$ cat src/rtl/mmio_pkg.sv
// Shared definitions for the memory-mapped UART transmitter: default register
// addresses, status word bit positions and the TX state encoding.
package mmio_pkg;

    localparam logic [31:0] TX_ADDR_DEF     = 32'h1001_0024;
    localparam logic [31:0] STATUS_ADDR_DEF = 32'h1001_0028;

    localparam int STAT_FULL  = 0;
    localparam int STAT_EMPTY = 1;
    localparam int STAT_BUSY  = 2;
    localparam int STAT_OVF   = 3;

    typedef enum logic [1:0] {
        IDLE  = 2'd0,
        START = 2'd1,
        DATA  = 2'd2,
        STOP  = 2'd3
    } tx_state_e;

endpackage

$ cat src/rtl/byte_fifo.sv
// Small circular byte FIFO with wrapping pointers and an occupancy counter.
// A pop while full frees a slot, so a push in the same cycle is accepted.
module byte_fifo #(
    parameter int FIFO_DEPTH = 4
) (
    input  logic       clk,
    input  logic       reset,
    input  logic       push,
    input  logic       pop,
    input  logic [7:0] din,
    output logic [7:0] dout,
    output logic       full,
    output logic       empty
);
    localparam int PTR_W = $clog2(FIFO_DEPTH);

    logic [7:0]     mem_q [FIFO_DEPTH];
    logic [PTR_W-1:0] wr_ptr_q, wr_ptr_d;
    logic [PTR_W-1:0] rd_ptr_q, rd_ptr_d;
    logic [PTR_W:0]   count_q, count_d;
    logic push_ok;
    logic pop_ok;

    assign full    = (count_q == (PTR_W+1)'(FIFO_DEPTH));
    assign empty   = (count_q == '0);
    assign pop_ok  = pop && !empty;
    assign push_ok = push && (!full || pop_ok);
    // Combinational read so the FSM can load the shifter on the pop edge.
    assign dout    = mem_q[rd_ptr_q];

    always_comb begin
        wr_ptr_d = wr_ptr_q;
        rd_ptr_d = rd_ptr_q;
        count_d  = count_q;
        if (push_ok) begin
            wr_ptr_d = wr_ptr_q + PTR_W'(1);
        end
        if (pop_ok) begin
            rd_ptr_d = rd_ptr_q + PTR_W'(1);
        end
        case ({push_ok, pop_ok})
            2'b10:   count_d = count_q + (PTR_W+1)'(1);
            2'b01:   count_d = count_q - (PTR_W+1)'(1);
            default: count_d = count_q;
        endcase
    end

    always_ff @(posedge clk or negedge reset) begin
        if (!reset) begin
            wr_ptr_q <= '0;
            rd_ptr_q <= '0;
            count_q  <= '0;
        end else begin
            wr_ptr_q <= wr_ptr_d;
            rd_ptr_q <= rd_ptr_d;
            count_q  <= count_d;
        end
    end

    always_ff @(posedge clk) begin
        if (push_ok) begin
            mem_q[wr_ptr_q] <= din;
        end
    end

endmodule

$ cat src/rtl/mmio_uart_tx.sv
// UART transmitter on the core's data bus: stores to the TX register are
// queued in a byte FIFO and sent 8N1, LSB first; the status register is read-only.
module mmio_uart_tx
    import mmio_pkg::*;
#(
    parameter int          CLK_DIV     = 434,
    parameter int          FIFO_DEPTH  = 4,
    parameter logic [31:0] TX_ADDR     = TX_ADDR_DEF,
    parameter logic [31:0] STATUS_ADDR = STATUS_ADDR_DEF
) (
    input  logic        clk,
    input  logic        reset,
    input  logic [31:0] Address,
    input  logic [31:0] WriteData,
    input  logic        MemWrite,
    input  logic        MemRead,
    output logic [31:0] ReadData,
    output logic        Selected,
    output logic        Tx
);
    localparam logic [15:0] DIV_M1 = 16'(CLK_DIV - 1);

    tx_state_e   state_q, state_d;
    logic [15:0] baud_q, baud_d;
    logic [2:0]  bit_q, bit_d;
    logic [7:0]  shift_q, shift_d;
    logic        tx_q, tx_d;
    logic        ovf_q, ovf_d;

    logic       tx_sel, stat_sel, push, stat_rd, pop;
    logic       fifo_full, fifo_empty, busy, baud_done;
    logic [7:0] fifo_dout;
    logic       unused_wdata_hi;

    assign tx_sel          = (Address == TX_ADDR);
    assign stat_sel        = (Address == STATUS_ADDR);
    assign Selected        = tx_sel || stat_sel;
    assign push            = MemWrite && tx_sel;
    assign stat_rd         = MemRead && stat_sel;
    assign busy            = (state_q != IDLE) || !fifo_empty;
    assign baud_done       = (baud_q == '0);
    assign Tx              = tx_q;
    assign unused_wdata_hi = ^WriteData[31:8];

    byte_fifo #(.FIFO_DEPTH(FIFO_DEPTH)) u_fifo (
        .clk   (clk),
        .reset (reset),
        .push  (push),
        .pop   (pop),
        .din   (WriteData[7:0]),
        .dout  (fifo_dout),
        .full  (fifo_full),
        .empty (fifo_empty)
    );

    always_comb begin
        ReadData = '0;
        if (stat_rd) begin
            ReadData[STAT_FULL]  = fifo_full;
            ReadData[STAT_EMPTY] = fifo_empty;
            ReadData[STAT_BUSY]  = busy;
            ReadData[STAT_OVF]   = ovf_q;
        end
    end

    // A push that the FIFO refuses (full, no pop freeing a slot) wins over a clearing read.
    always_comb begin
        ovf_d = ovf_q;
        if (push && fifo_full && !pop) begin
            ovf_d = 1'b1;
        end else if (stat_rd) begin
            ovf_d = 1'b0;
        end
    end

    always_comb begin
        state_d = state_q;
        baud_d  = baud_q;
        bit_d   = bit_q;
        shift_d = shift_q;
        tx_d    = tx_q;
        pop     = 1'b0;
        case (state_q)
            IDLE: begin
                tx_d = 1'b1;
                if (!fifo_empty) begin
                    pop     = 1'b1;
                    shift_d = fifo_dout;
                    bit_d   = 3'd7;
                    baud_d  = DIV_M1;
                    tx_d    = 1'b0;
                    state_d = START;
                end
            end
            START: begin
                if (baud_done) begin
                    baud_d  = DIV_M1;
                    tx_d    = shift_q[0];
                    state_d = DATA;
                end else begin
                    baud_d = baud_q - 16'd1;
                end
            end
            DATA: begin
                if (baud_done) begin
                    baud_d = DIV_M1;
                    if (bit_q == '0) begin
                        tx_d    = 1'b1;
                        state_d = STOP;
                    end else begin
                        shift_d = {1'b0, shift_q[7:1]};
                        tx_d    = shift_q[1];
                        bit_d   = bit_q - 3'd1;
                    end
                end else begin
                    baud_d = baud_q - 16'd1;
                end
            end
            STOP: begin
                if (baud_done) begin
                    // Chain straight into the next start bit when more data is queued.
                    if (!fifo_empty) begin
                        pop     = 1'b1;
                        shift_d = fifo_dout;
                        bit_d   = 3'd7;
                        baud_d  = DIV_M1;
                        tx_d    = 1'b0;
                        state_d = START;
                    end else begin
                        tx_d    = 1'b1;
                        state_d = IDLE;
                    end
                end else begin
                    baud_d = baud_q - 16'd1;
                end
            end
            default: begin
                tx_d    = 1'b1;
                state_d = IDLE;
            end
        endcase
    end

    always_ff @(posedge clk or negedge reset) begin
        if (!reset) begin
            state_q <= IDLE;
            baud_q  <= '0;
            bit_q   <= '0;
            shift_q <= '0;
            tx_q    <= 1'b1;
            ovf_q   <= 1'b0;
        end else begin
            state_q <= state_d;
            baud_q  <= baud_d;
            bit_q   <= bit_d;
            shift_q <= shift_d;
            tx_q    <= tx_d;
            ovf_q   <= ovf_d;
        end
    end

endmodule

$ cat config.mk
export PLATFORM = sky130hd
export DESIGN_NAME = mmio_uart_tx
export DESIGN_NICKNAME = d
export VERILOG_FILES = /design/src/rtl/mmio_pkg.sv /design/src/rtl/byte_fifo.sv /design/src/rtl/mmio_uart_tx.sv
export SDC_FILE = /design/constraint.sdc
export NUM_CORES = 1
export LEC_CHECK = 0
export CELL_PAD_IN_SITES_DETAIL_PLACEMENT = 1
export CELL_PAD_IN_SITES_GLOBAL_PLACEMENT = 1
export CORE_MARGIN = 2
export CORE_UTILIZATION = 40
export CTS_BUF_LIST = sky130_fd_sc_hd__clkbuf_4
export CTS_CLUSTER_DIAMETER = 40
export CTS_CLUSTER_SIZE = 40
export DETAILED_ROUTE_END_ITERATION = 7
export GPL_TIMING_DRIVEN = 0
export MAX_ROUTING_LAYER = met4
export PLACE_DENSITY_LB_ADDON = 0.1
export SETUP_SLACK_MARGIN = 0.3
export SLEW_MARGIN = 15
export SYNTH_ARGS = -nofsm -noshare
export SYNTH_HDL_FRONTEND = slang
export SYNTH_HIERARCHICAL = 1
export SYNTH_SLANG_ARGS = --single-unit
$ cat constraint.sdc
create_clock -name clk -period 4.9 [get_ports clk]
set_input_delay 0.49 -clock clk [delete_from_list [all_inputs] [get_ports clk]]
set_output_delay 0.49 -clock clk [all_outputs]
set_load 0.05 [all_outputs]
==> results of run 1 <==
==> worst reg2reg max path, stage by stage, from the launching register on <==
cell      delay [ns]
dfrtp_1         0.46
nor3_1          0.45
clkbuf_1        0.48
nor2_1          0.11
o21ai_0         0.17
inv_1           0.14
o21a_4          0.27
inv_1           0.06
ha_1            0.17
inv_1           0.06
fa_1            0.37
xor2_1          0.16
nor2_1          0.11
xor2_1          0.15
==> stage by stage <==
stage                     std cells  util [%]
after global placement          535      48.5
after floorplan                 353         -
after CTS                       553      50.2
after global routing            553      50.2
final                           553      50.2
after detailed placement        536      48.8
==> layout make-up <==
cell class / instances / share of cell area [%]
multi-input cells: 225 / 36.6
repair buffers: 51 / 10.8
well taps: 133 / 3.44
clock buffers: 9 / 1.40
plain buffers: 41 / 5.66
clock inverters: 7 / 1.27
inverters: 17 / 1.32
flip-flops and latches: 70 / 39.5
==> flip-flops by register name, summed over array words and instances (netlist names) <==
name             cells
u_fifo/mem_q        32
baud_q              16
shift_q              8
bit_q                3
u_fifo/count_q       3
state_q              2
u_fifo/rd_ptr_q      2
u_fifo/wr_ptr_q      2
Tx                   1
ovf_q                1
==> metal layers <==
metal  vias to the layer above  share of wire [%]  global-route usage (%)
li1                       1325                  -                       -
met1                      1344                 43                    20.8
met2                        28                 54                    32.6
met3                        11                1.9                    2.92
met4                         0                1.1                    5.47
met5                         -                  0                       -
==> power by group through the flow <==
stage	registers, uW	logic [uW]	clock network, uW
after global routing	614	122	392
after detailed placement	626	114	0
after global placement	626	110	0
final	614	114	351
after CTS	614	114	369
after floorplan	627	66.7	0
==> kinds of logic after synthesis <==
| kind of cell | synth area share [%] |
|---|---|
| XOR/XNOR | 1.56 |
| AO/OA/AOI/OAI | 10.4 |
| adder cells (fa/ha/maj) | 4.98 |
| AND/OR/NAND/NOR | 14.0 |
| buffers and inverters | 8.62 |
| other | 0.0957 |
| flip-flops | 48.8 |
| multiplexers | 11.6 |
==> synth_stat cells, types with 4 or more instances <==
cell	n
nor2_1	16
o21ai_0	9
dfrtp_1	37
nand2_1	13
mux2_2	10
and2_2	4
a21oi_1	11
mux4_2	8
clkbuf_1	7
inv_1	17
a211oi_1	4
mux2_4	10
ha_1	14
nor3_1	12
buf_4	29
nor4b_1	5
o22a_1	4
nor4_1	5
edfxtp_1	32
o31ai_1	4
a2bb2oi_1	6
xnor2_1	4
==> timing repair <==
item,in CTS,in global routing
gates resized for setup,0,0
hold buffers,1,0
hold endpoints to repair,8,0
==> final timing paths <==
check | startpoint | end | slack [ns] | cells past startpoint
worst max-delay path | u_fifo/count_q[0] | ReadData[1] | 1.40 | 5
worst min-delay path | ovf_q | ovf_q | 0.53 | 1
worst max register to register | u_fifo/count_q[0] | u_fifo/count_q[2] | 1.69 | 13
worst min register to register | ovf_q | ovf_q | 0.53 | 1
max in group asynchronous | reset | state_q[1] | 3.86 | 3
min in group asynchronous | reset | baud_q[5] | 0.55 | 2
==> flow_metrics.py, run 1 <==
metrics = {
    "finish": {
        "nets": 498,
        "fin_area_um2": 4840,
        "final_cell_mix": "clkdlybuf4s50_1 (48), dfrtp_1 (37), edfxtp_1 (32), buf_4 (29), conb_1 (28)",
        "drive_gt1_share_pct": 22.4,
        "antenna_cells": 0,
        "multi_input_area_um2": 1770,
        "n_fill_cell": 1061,
        "seq_area_um2": 1910,
        "area_delta_synth_final_pct": 23.5,
        "mostFrequentLayoutCell": "clkdlybuf4s50_1",
    },
    "sta": {
        "final-setup-viol-count": 0,
        "relSlewSlack_pct": 56.4,
        "period_share_pct": 71.4,
        "grt_setup_unrepaired": "false",
        "skew_ns": 0.0216,
        "finalWorstSetupSlack_ns": 1.40,
        "worstMarginPinSlew_ns": 0.653,
        "drv_slew": 0,
        "min_period_ns": 3.50,
        "fmax_mhz": 286,
        "setup-tns-final_ns": 0,
        "timing.hold.ws_ns": 0.528,
        "final_hold_viol_count": 0,
    },
    "grt": {
        "antenna_found_initial": 0,
        "grt_pass1_vias": 2885,
        "track_usage_pct": 18.2,
        "grt-ovfl-total": 0,
        "grt_pass1_wl_um": 14300,
        "grt_max_degree": 22,
    },
    "die": {
        "core_um2": 9640,
        "placementRows": 36,
        "die_h_um": 103,
        "die_w_um": 103,
        "pin_count": 102,
        "initial_core_util_pct": 40.7,
        "dieArea_um2": 10600,
    },
    "synth": {
        "synth_edf_count": 32,
        "synth_seq_cells": 70,
        "avgSynthCellArea_um2": 12.0,
        "synth_area_leaders": "edfxtp_1 (25%), dfrtp_1 (24%), buf_4 (5.6%)",
        "yosysWarnings": 6,
        "ys_seq_area_share_pct": 48.8,
        "yosysTopAreaCell": "edfxtp_1",
        "netlist_area_um2": 3920,
        "synth-main-ff-cell": "dfrtp_1",
        "synthCells": 326,
        "synth_cell_types": 62,
        "synth_top_area_share_pct": 24.5,
        "ys_async_sr_fraction_pct": 54.3,
    },
    "critical_path": {
        "path_class": "register to output pin",
        "crit_arrival_ns": 3.01,
        "cp-end-kind": "output pin",
        "crit_path_start_kind": "register",
        "crit_slowest_cell": "clkdlybuf4s50_1",
        "crit_family": "buffers and inverters",
        "path_buf_inv": 3,
        "crit_required_ns": 4.41,
        "worstPathMaxFanout": 10,
        "crit_path_max_incr_delay_ns": 0.82,
        "cp_cell_sequence": "nor3_1 > clkbuf_1 > inv_1 > nor2_1 > clkdlybuf4s50_1",
    },
    "clock_tree": {
        "clkLatencyLatePin_ns": 0.42,
        "cts.clk_slew.worst_paths_ns": 0.13,
        "postCtsSetupBuffers": 0,
        "clockBufferDepth": 2,
        "cts_tree": "yes",
        "cts_buffers": 9,
        "h-tree-depth": 3,
        "cts_sinks": 70,
        "root_buffer": "clkbuf_4",
    },
    "power": {
        "p_per_area_nw_per_um2": 223,
        "p_clk_share_pct": 32.5,
        "power.share.sequential_pct": 56.9,
        "p_int_uw": 777,
        "p_sw_uw": 302,
        "vdd_ir_drop_max_uv": 196,
        "total_power_uw": 1080,
        "switching_share_pct": 28.0,
        "p_leak_uw": 0.00200,
        "power_frac_comb_pct": 10.6,
    },
    "detailed_routing": {
        "drcViolationCount": 0,
        "wire_per_inst_um": 15.7,
        "drtPass1Iterations": 4,
        "vias": 2708,
        "initialDrtViolationCount": 85,
        "routed_wl_um": 8660,
        "via_per_inst": 4.90,
        "ant_nets": 0,
    },
    "placement": {
        "dp_slack_ns": 1.66,
        "port-buffer-count": 49,
        "dp.final_hpwl_um": 6790,
        "globalplace.congestion": 0.757,
        "dpl_cell_area_um2": 4700,
    },
    "job": {
        "max_cap_viol_count": 0,
    },
    "worst_hold_path": {
        "min_path_type": "register to register",
    },
    "outcome": {
        "outcome": "complete, no violations",
    },
}
(Power assumes the default switching activity.)
==> inputs of run 2 (changes only) <==
Clock period 4.9 ns to 3.59 ns, I/O delays scaled along.
==> run 2 against run 1 <==
Compared with the run above: non-clock buffer count did not move; count of clock-buffer cells in the layout unchanged; flip-flop and latch count unchanged; critical endpoint is now u_fifo/count_q[2]; combinational power up 37%; total power up 37%; largest cell class unchanged; worst hold slack worse by 0.11 ns; utilization rose by 0.13 points; cell count unchanged; setup slack worse by 0.82 ns; largest power group unchanged; first-iteration DRC count down 3.5%; highest routed layer unchanged.
==> flow_metrics.py, run 2 (synthesis gave the netlist of run 1 again) <==
metrics = {
    "grt": {
        "track_usage_pct": 18.2,
        "grt-ovfl-total": 0,
        "grt_pass1_vias": 2885,
        "grt_pass1_wl_um": 14300,
        "antenna_found_initial": 0,
        "grt_max_degree": 22,
    },
    "detailed_routing": {
        "ant_nets": 0,
        "initialDrtViolationCount": 82,
        "wire_per_inst_um": 15.7,
        "drcViolationCount": 0,
        "routed_wl_um": 8670,
        "via_per_inst": 4.88,
        "vias": 2699,
        "drtPass1Iterations": 4,
    },
    "placement": {
        "port-buffer-count": 49,
        "dp.final_hpwl_um": 6790,
        "globalplace.congestion": 0.757,
    },
    "finish": {
        "top_register": "u_fifo/mem_q",
        "nets": 498,
        "drive_gt1_share_pct": 23.1,
        "area_delta_synth_final_pct": 23.8,
        "largest_reg_flops": 32,
        "multi_input_area_um2": 1780,
        "largestRegisters": "u_fifo/mem_q (32), baud_q (16), shift_q (8)",
        "n_fill_cell": 1058,
        "antenna_cells": 0,
        "mostFrequentLayoutCell": "clkdlybuf4s50_1",
        "seq_area_um2": 1910,
        "final_cell_mix": "clkdlybuf4s50_1 (48), dfrtp_1 (37), edfxtp_1 (32), buf_4 (29), conb_1 (28)",
    },
    "clock_tree": {
        "cts_sinks": 70,
        "cts_buffers": 9,
        "cts.clk_slew.worst_paths_ns": 0.14,
        "cts_tree": "yes",
        "clkLatencyLatePin_ns": 0.42,
        "h-tree-depth": 3,
        "postCtsSetupBuffers": 0,
        "clockBufferDepth": 2,
        "root_buffer": "clkbuf_4",
    },
    "sta": {
        "setup-tns-final_ns": 0,
        "fmax_mhz": 332,
        "worstMarginPinSlew_ns": 0.631,
        "final_hold_viol_count": 0,
        "relSlewSlack_pct": 57.9,
        "skew_ns": 0.0229,
        "final-setup-viol-count": 0,
        "min_period_ns": 3.01,
        "grt_setup_unrepaired": "false",
        "drv_slew": 0,
        "timing.hold.ws_ns": 0.417,
        "period_share_pct": 83.9,
    },
    "die": {
        "die_h_um": 103,
        "placementRows": 36,
        "core_um2": 9640,
        "die_w_um": 103,
        "pin_count": 102,
        "initial_core_util_pct": 40.7,
        "dieArea_um2": 10600,
    },
    "critical_path": {
        "r2r_cells": 15,
        "cp-end-kind": "register",
        "crit_required_ns": 3.94,
        "worstReg2RegEnd": "u_fifo/count_q[2]",
        "crit_path_start_kind": "register",
        "rrSetupSlack_ns": 0.58,
        "crit_arrival_ns": 3.36,
        "r2r_start": "baud_q[0]",
        "path_class": "register to register",
        "worstPathMaxFanout": 7,
    },
    "power": {
        "vdd_ir_drop_max_uv": 268,
        "p_per_area_nw_per_um2": 304,
        "p_leak_uw": 0.00201,
    },
    "job": {
        "max_cap_viol_count": 0,
    },
    "outcome": {
        "outcome": "complete, no violations",
    },
    "worst_hold_path": {
        "min_path_type": "input pin to async pin",
    },
}
run 2: cell counts in the layout (fill, tap and decap cells not counted):
No cell type changed its count.
run 2: worst max-delay path: stages, from the launching register on:
cell     delay [ns]
dfrtp_1        0.41
inv_1          0.09
ha_1           0.23
nor4b_2        0.18
and4_1         0.22
and2_1         0.16
o21ai_1        0.21
inv_1          0.12
o21a_4         0.26
inv_1          0.06
ha_1           0.17
inv_1          0.06
fa_1           0.37
xor2_1         0.16
nor2_1         0.11
xor2_1         0.14
run 2: how the worst max path moves through the flow:
stage | startpoint | to
6_report | baud_q[0] | u_fifo/count_q[2]
5_1_grt | baud_q[0] | u_fifo/count_q[2]
4_1_cts | u_fifo/count_q[0] | ReadData[1]
3_5_place_dp | u_fifo/count_q[0] | u_fifo/count_q[2]
3_3_place_gp | u_fifo/count_q[0] | u_fifo/count_q[2]
2_1_floorplan | baud_q[0] | u_fifo/count_q[2]
run 2: layout make-up:
type / count / share of cell area, %
clock inverter: 7 / 1.26
multi-input combinational: 225 / 36.7
inverter: 17 / 1.32
buffer: 41 / 5.67
timing repair buffer: 51 / 10.8
tap: 133 / 3.43
clock buffer: 9 / 1.39
sequential: 70 / 39.4
run 2: what timing repair did:
item / in CTS / in global routing
gates cloned: 0 / 0
hold endpoints to repair: 16 / 0
hold buffers: 1 / 0
resized for setup: 1 / 3
endpoints found under the setup margin: 1 / 3
run 2: metal layers:
metal	wire length, um	share of wire (%)	track usage [%]
met5	0	0	-
met4	102	1.2	5.47
met3	164	1.9	2.92
met2	4700	54	32.6
met1	3700	43	20.8
run 2: metrics by stage:
stage | instances | instance area, um2 | setup slack [ns] | util (%) | power (uW)
CTS | 553 | 4840 | 0.367 | 50.2 | 1500
global route | 553 | 4850 | 0.344 | 50.3 | 1540
detailed placement | 536 | 4700 | 0.363 | 48.8 | 1010
global placement | 535 | 4680 | 0.436 | 48.5 | 1000
floorplan | 353 | 4020 | 0.896 | - | 946
finish | 553 | 4850 | 0.579 | 50.3 | 1470
run 2: report_power, final:
group	internal, uW	total [uW]	switching, uW	leakage, uW
sequential	838	838	0.00000101	0.000745
clock	155	479	324	0.0000655
combinational	67.4	156	88.8	0.00120
